$ cat config.mk
export PLATFORM = sky130hd
export DESIGN_NAME = fifo_uart_tx
export DESIGN_NICKNAME = d
export VERILOG_FILES = /design/src/rtl/fifo_uart_tx.sv
export SDC_FILE = /design/constraint.sdc
export NUM_CORES = 1
export LEC_CHECK = 0
export ABC_AREA = 1
export CORE_AREA = 10 10 81 55
export DETAILED_ROUTE_END_ITERATION = 6
export DIE_AREA = 0 0 91 65
export MAX_ROUTING_LAYER = met4
export PLACE_DENSITY_LB_ADDON = 0.12
export SETUP_SLACK_MARGIN = 0.1
export SLEW_MARGIN = 0
export SYNTH_ARGS = -nofsm -noshare
export SYNTH_HDL_FRONTEND = slang
export SYNTH_SLANG_ARGS = --single-unit
$ cat constraint.sdc
create_clock -name clk -period 2.1 [get_ports clk]
set_input_delay 0.63 -clock clk [delete_from_list [all_inputs] [get_ports clk]]
set_output_delay 0.63 -clock clk [all_outputs]
set_load 0.02 [all_outputs]
$ cat src/rtl/fifo_uart_tx.sv
// UART transmitter that pulls bytes from an upstream synchronous FIFO.
// 8N1 framing with an optional even-parity bit; frames are counted modulo 256.
module fifo_uart_tx #(
  parameter int CLKS_PER_BIT = 8,
  parameter bit PARITY_EN    = 1'b0
) (
  input  logic       clk,
  input  logic       rst,
  input  logic       en,
  input  logic       fifo_empty,
  input  logic [7:0] fifo_data,
  output logic       fifo_rd,
  output logic       tx,
  output logic       busy,
  output logic       tx_done,
  output logic [7:0] frame_cnt
);

  typedef enum logic [2:0] {IDLE, FETCH, WAIT, START, DATA, PARITY, STOP} state_t;

  localparam logic [7:0] LAST = 8'(CLKS_PER_BIT - 1);

  state_t     state_q, state_d;
  logic [7:0] baud_cnt;
  logic [2:0] bit_idx;
  logic [7:0] sreg;
  logic       par;
  logic       timed, bit_end;

  assign timed   = (state_q == START) || (state_q == DATA) ||
                   (state_q == PARITY) || (state_q == STOP);
  assign bit_end = timed && (baud_cnt == LAST);

  always_ff @(posedge clk or negedge rst) begin
    if (!rst) state_q <= IDLE;
    else      state_q <= state_d;
  end

  always_comb begin
    state_d = state_q;
    case (state_q)
      IDLE:   if (en && !fifo_empty) state_d = FETCH;
      FETCH:  state_d = WAIT;
      WAIT:   state_d = START;
      START:  if (bit_end) state_d = DATA;
      DATA:   if (bit_end && bit_idx == 3'd7) state_d = PARITY_EN ? PARITY : STOP;
      PARITY: if (bit_end) state_d = STOP;
      STOP:   if (bit_end) state_d = IDLE;
      default: state_d = IDLE;
    endcase
  end

  // Baud counter wraps on every bit boundary; leaving a timed state always
  // coincides with a boundary, so it is zero again on any state change.
  always_ff @(posedge clk or negedge rst) begin
    if (!rst) begin
      baud_cnt  <= '0;
      bit_idx   <= '0;
      sreg      <= '0;
      par       <= 1'b0;
      tx_done   <= 1'b0;
      frame_cnt <= '0;
    end else begin
      baud_cnt <= (timed && !bit_end) ? baud_cnt + 8'd1 : 8'd0;
      tx_done  <= (state_q == STOP) && bit_end;
      if (state_q == WAIT) begin
        sreg    <= fifo_data;
        par     <= 1'b0;
        bit_idx <= '0;
      end else if (state_q == DATA && bit_end) begin
        sreg    <= sreg >> 1;
        par     <= par ^ sreg[0];
        bit_idx <= bit_idx + 3'd1;
      end
      if (state_q == STOP && bit_end) frame_cnt <= frame_cnt + 8'd1;
    end
  end

  always_comb begin
    tx = 1'b1;
    case (state_q)
      START:   tx = 1'b0;
      DATA:    tx = sreg[0];
      PARITY:  tx = par;
      default: tx = 1'b1;
    endcase
  end

  assign fifo_rd = (state_q == FETCH);
  assign busy    = (state_q != IDLE);

endmodule

; After elaboration in Yosys (flattened, before gate mapping)
; Cells that the tools add are included.
[word_totals]
regBits = 32
inputBits = 12
out_inout_bits = 12
wordCells = 53
[op_classes]
addsub = 3
n_eq_ne = 13
n_mux = 14
bitwise = 1
n_reduce_logical = 15
[op_table]
columns = cell, count
row1 = $mux W8, 3
row2 = $mux W3, 7
row3 = $pmux W3 S7, 1
row4 = $add A8 B1 Y8 const B, 2
row5 = $eq A3 B3 Y1 const B, 4
row6 = $eq A8 B3 Y1 const B, 1
row7 = $ne A2 B2 Y1 const B, 4
row8 = $eq A3 B2 Y1 const B, 2
row9 = $logic_and A1 B1 Y1, 6
row10 = $reduce_and A5 Y1, 1
row11 = $add A3 B1 Y3 const B, 1
row12 = $eq A3 B1 Y1 const B, 1
row13 = $logic_not A3 Y1, 1
row14 = $logic_or A1 B1 Y1, 3
row15 = $pmux W1 S3, 1
row16 = $reduce_bool A3 Y1, 1
row17 = $logic_not A1 Y1, 2
row18 = $mux W1, 2
row19 = $ne A2 B1 Y1 const B, 1
row20 = $reduce_bool A2 Y1, 1
row21 = $xor A1 B1 Y1, 1

; Longest topological paths before layout
[depth]
word_depth = 8
ltp_mapped = 8
mapped_depth_nobuf = 8

; Worst setup path before layout
; Ideal clock, no wire load.
[synth_path]
path_type = reg-to-output
startpoint = reg state_q[1]
endpoint = out tx
t_arrival_ns = 1.014
required_time_ns = 1.470
setup_slack_ns = 0.456
path_stages_with_launch = 4
path_buffers = 0
cell_sequence = dfrtp_1 -> inv_1 -> nand3_1 -> o211ai_1
[synth_between]
elab_chain_len = 2
word_cells_on_any_way = 4
cone_classes = eq/ne: 3 / mux: 1
[synth_lines]
columns = element, line_no
row1 = from (decl), 23  ; state_t state_q, state_d;
row2 = from (signal assigned), 36  ; else state_q <= state_d;
row3 = $eq A3 B3 Y1 / $eq A3 B2 Y1 (equally long branches), 81  ; case (state_q)
row4 = $pmux W1 S3 *, 81
row5 = to (decl), 13  ; output logic tx,
; Mark *: on every way between the ends. The rest lies on a longest branch, timed or not.

; Worst setup path in the final report
; Same ends and word-level chain as after synthesis.

==> impl_summary.txt <==
----------------------------------------------------
[Power]
  Proportion of power drawn by flip-flops and latches ... 0.421
  Leakage ... 1.07 nW
  Cell-internal power ... 1.23 mW
  Logic pwr share ... 0.357
  Switching power ... 0.734 mW
  Sw Share ... 0.374
  Clock Power Share ... 0.222
  VDD IR-drop max ... 0.000529 V
  Power density cells ... 972 mW/mm^2
  Overall power after layout ... 1.97 mW

[Worst setup path]
  Depth of the worst register-to-register path ... 8
  Critical Path End Type ... primary output
  Worst Path Max Fanout ... 6
  Beginning of the worst register-to-register path ... state_q[0]
  Reg-to-reg setup timing slack ... 0.62 ns
  Signal arrival time at the worst endpoint ... 1.30 ns
  CP cell instances ... inv_1 -> nand3_1 -> o211ai_1 -> clkbuf_2
  Data required time of the worst path ... 1.47 ns
  Element type at the critical path start ... flip-flop
  Slowest Stage Delay on Critical Path ... 0.44 ns
  Cell with the largest stage delay on the worst path ... sky130_fd_sc_hd__dfrtp_2
  Endpoint of the worst-slack reg-to-reg timing path ... sreg[2]
  Critical path class ... flip-flop to primary output

[Routing]
  Iteration-0 DRC Markers ... 91
  Post-detailed-route via-to-cell ratio ... 4.80
  Via count of the routed design ... 1350
  Drt wl/cell ... 11.9 microns
  Number of optimization iterations in the first detailed-route pass ... 4
  Number of nets with antenna violations after detailed routing ... 0
  Detailed Route WL ... 3340 microns
  Post-route DRC violation count ... 0

[Global route]
  Via count of the first global-routing pass ... 1275
  Global routing usage summed across all routing layers ... 0.122
  Remaining global-route overflow ... 0
  Antenna violations before repair ... 0
  Global-route wire length before repair ... 5730 microns
  Pin count of the biggest net entering global routing ... 33

[Min path]
  Class of the tightest hold or removal check ... flip-flop to flip-flop
  Hold Crit Endpoint ... baud_cnt[0]
  Worst hold path stage count ... 1
  Origin of the worst min-delay path ... baud_cnt[0]

[Die]
  Die Outline Area ... 0.00592 sq mm
  Die outline height ... 65 microns
  Floorplan Core Area ... 0.00308 sq mm
  Io pins ... 24
  Effective utilization at floorplan ... 0.530
  Number of placement rows ... 16
  Die Wd ... 91 microns

[Timing]
  Final-report max-slew violation count ... 0
  Period utilization ... 0.917
  Final setup viols ... 0
  Highest clock rate ... 519 MHz
  Worst hold-check slack ... 0.473 ns
  Worst max-slew margin expressed relative to the limit ... 0.737
  Fin crit period ... 1.93 ns
  Actual transition at the worst max-transition pin ... 0.395 ns
  Clock Skew ... 0.00281 ns
  RSZ-0062 raised after global routing ... yes
  Final hold violation count ... 0
  Setup TNS ... 0 ns

[CTS]
  Number of buffers added by the clock tree synthesis step ... 5
  Number of buffers inserted by post-CTS setup repair ... 0
  Clock sink total ... 32
  Clock latency of the later-clocked register in the worst-skew pair ... 0.28 ns
  Clock transition at the registers of the reported paths ... 0.06 ns
  CTS tree ... built
  Number of levels in the clock H-tree ... 2
  CTS Buffer Depth ... 2
  CTS Root Cell ... sky130_fd_sc_hd__clkbuf_8

[Cells and area]
  Area of all placed cells without fillers ... 0.00202 sq mm
  Fraction of layout cells with a size suffix above 1 ... 0.136
  Number of nets in the finished design ... 252
  Syn-to-layout area delta ... 23.8%
  Final antenna diode count ... 0
  Count of non-filler cells in the finished layout ... 281

[Placed design]
  Number of placed instances with taps included ... 274
  Placed wire-length estimate after detailed placement ... 2540 microns
  GPL Wtd Cong ... 0.845
  Number of input and output port buffers inserted ... 23
  Total placed instance area ... 0.00195 sq mm

[Synthesis]
  Share of cell area taken by muxes after synthesis ... 0
  Ranking of synthesized cells by area ... sky130_fd_sc_hd__dfrtp_1 (49%), sky130_fd_sc_hd__nand2_1 (15%), sky130_fd_sc_hd__nand3_1 (5.5%)
  Biggest area consumer among synthesized cells ... sky130_fd_sc_hd__dfrtp_1
  Mean area per synthesized cell ... 8.12 sq um
  Synthesized flop and latch total ... 32
  Dominant combinational cell family by area after synthesis ... simple AND/OR/NAND/NOR gates
  Syn. warnings ... 0
  Synthesized netlist cell count ... 201
  Top cell type's share of synthesized area ... 0.490
  Parity-gate share of the synthesized area counting xor and xnor cells ... 0.0429
  Share of the synthesized area in compound gates (AO/OA/AOI/OAI) ... 0.0398
  Netlist cell types ... 23
  Net Count, Synth ... 217
  Netlist area before placement ... 0.00163 sq mm
  Simple-gate area share of the yosys netlist ... 0.334
  Share of synthesized area occupied by flip-flops and latches ... 0.490
  Share of synthesized cell area in full adder, half adder and majority cells ... 0.0307

[Flow run]
  Max-cap check violation count ... 0

[Status]
  Outcome ... complete, no violations

----------------------------------------------------
## critical path, delay by kind of cell (launching register included)
family          cells  cell delay, ns
flops               1            0.44
compound gates      1            0.17
simple gates        1            0.11
buf+inv             2            0.29
## metrics by stage
| step | util | worst slack [ns] |
|---|---|---|
| finish | 0.656 | 0.174 |
| global placement | 0.634 | 0.0483 |
| global route | 0.656 | 0.0572 |
| detailed placement | 0.634 | 0.0183 |
| floorplan | - | 0.456 |
| CTS | 0.658 | 0.00442 |
## layout by cell type (no fill, tap or decap), drive strengths merged
| master | instances |
|---|---|
| buf | 7 |
| clkdlybuf4s50 | 18 |
| nand4 | 4 |
| ha | 4 |
| dlymetal6s2s | 2 |
| clkbuf | 8 |
| nor2 | 20 |
| nand3 | 20 |
| dfrtp | 32 |
| a21boi | 1 |
| xor2 | 8 |
| nor3b | 3 |
| o21ai | 5 |
| nor3 | 5 |
| o211ai | 2 |
| nand2 | 70 |
| a21oi | 2 |
| inv | 24 |
| clkinv | 1 |
## cell usage after synthesis
cell type                  number
sky130_fd_sc_hd__o211ai_1       2
sky130_fd_sc_hd__a21boi_0       1
sky130_fd_sc_hd__nand2_4        1
sky130_fd_sc_hd__dfrtp_1       32
sky130_fd_sc_hd__o21ai_1        1
sky130_fd_sc_hd__inv_1         18
sky130_fd_sc_hd__a21oi_1        2
sky130_fd_sc_hd__inv_2          6
sky130_fd_sc_hd__xor2_1         8
sky130_fd_sc_hd__o21ai_0        2
sky130_fd_sc_hd__nor3_1         5
sky130_fd_sc_hd__nor2_2         2
sky130_fd_sc_hd__nand3_1       18
sky130_fd_sc_hd__buf_6          1
sky130_fd_sc_hd__nor2_4         1
sky130_fd_sc_hd__nor2_1        17
sky130_fd_sc_hd__nor3b_1        3
sky130_fd_sc_hd__nand4_1        4
sky130_fd_sc_hd__nand2_1       67
sky130_fd_sc_hd__o21ai_2        2
sky130_fd_sc_hd__nand2_2        2
sky130_fd_sc_hd__nand3_2        2
sky130_fd_sc_hd__ha_1           4
## routing by layer
| metal | vias up | wire length [microns] | global-route usage |
|---|---|---|---|
| met2 | 35 | 1430 | 0.176 |
| met1 | 605 | 1700 | 0.154 |
| met5 | - | 0 | - |
| li1 | 705 | - | - |
| met4 | 0 | 29 | 0.0350 |
| met3 | 5 | 185 | 0.0483 |
## sequential cells by signal (all words and copies together) (netlist names)
signal / count
sreg: 8
frame_cnt: 8
state_q: 3
tx_done: 1
par: 1
baud_cnt: 8
bit_idx: 3
## area by class of cell
| cell class | instances | area (sq um) |
|---|---|---|
| Sequential cell | 32 | 802 |
| Clock buffer | 6 | 72.6 |
| Tap cell | 45 | 56.3 |
| Timing Repair Buffer | 29 | 265 |
| Fill cell | 274 | 1060 |
| Clock inverter | 1 | 5.00 |
| Inverter | 24 | 90.1 |
| Multi-Input combinational cell | 144 | 731 |
## power by group through the flow
stage	clock [mW]	combinational, mW	sequential (mW)
6_report	0.436	0.702	0.828
5_1_grt	0.474	0.811	0.844
3_5_place_dp	0	0.740	0.835
2_1_floorplan	0	0.464	0.819
3_3_place_gp	0	0.718	0.829
4_1_cts	0.444	0.722	0.825
## logic make-up (layout without fill, tap and decap cells)
| family | after synthesis | count (layout) |
|---|---|---|
| compound gates | 10 | 10 |
| xor+xnor | 8 | 8 |
| fa+ha+maj | 4 | 4 |
| buf+inv | 25 | 60 |
| flops | 32 | 32 |
| simple gates | 122 | 122 |
## how the worst max path moves through the flow
stage | start | to | slack (ns) | depth (start not counted)
6_report | state_q[1] | tx | 0.17 | 4
5_1_grt | state_q[1] | tx | 0.06 | 4
4_1_cts | state_q[1] | tx | 0.004 | 4
3_5_place_dp | state_q[1] | tx | 0.02 | 4
3_3_place_gp | state_q[1] | tx | 0.05 | 4
2_1_floorplan | state_q[1] | tx | 0.46 | 3
## repair_timing
| action | CTS | global route |
|---|---|---|
| hold buffers | 0 | 0 |
| endpoints found under the setup margin | 3 | 5 |
| resized for setup | 5 | 8 |
| gates cloned | 0 | 0 |
(Power assumes the default switching activity.)
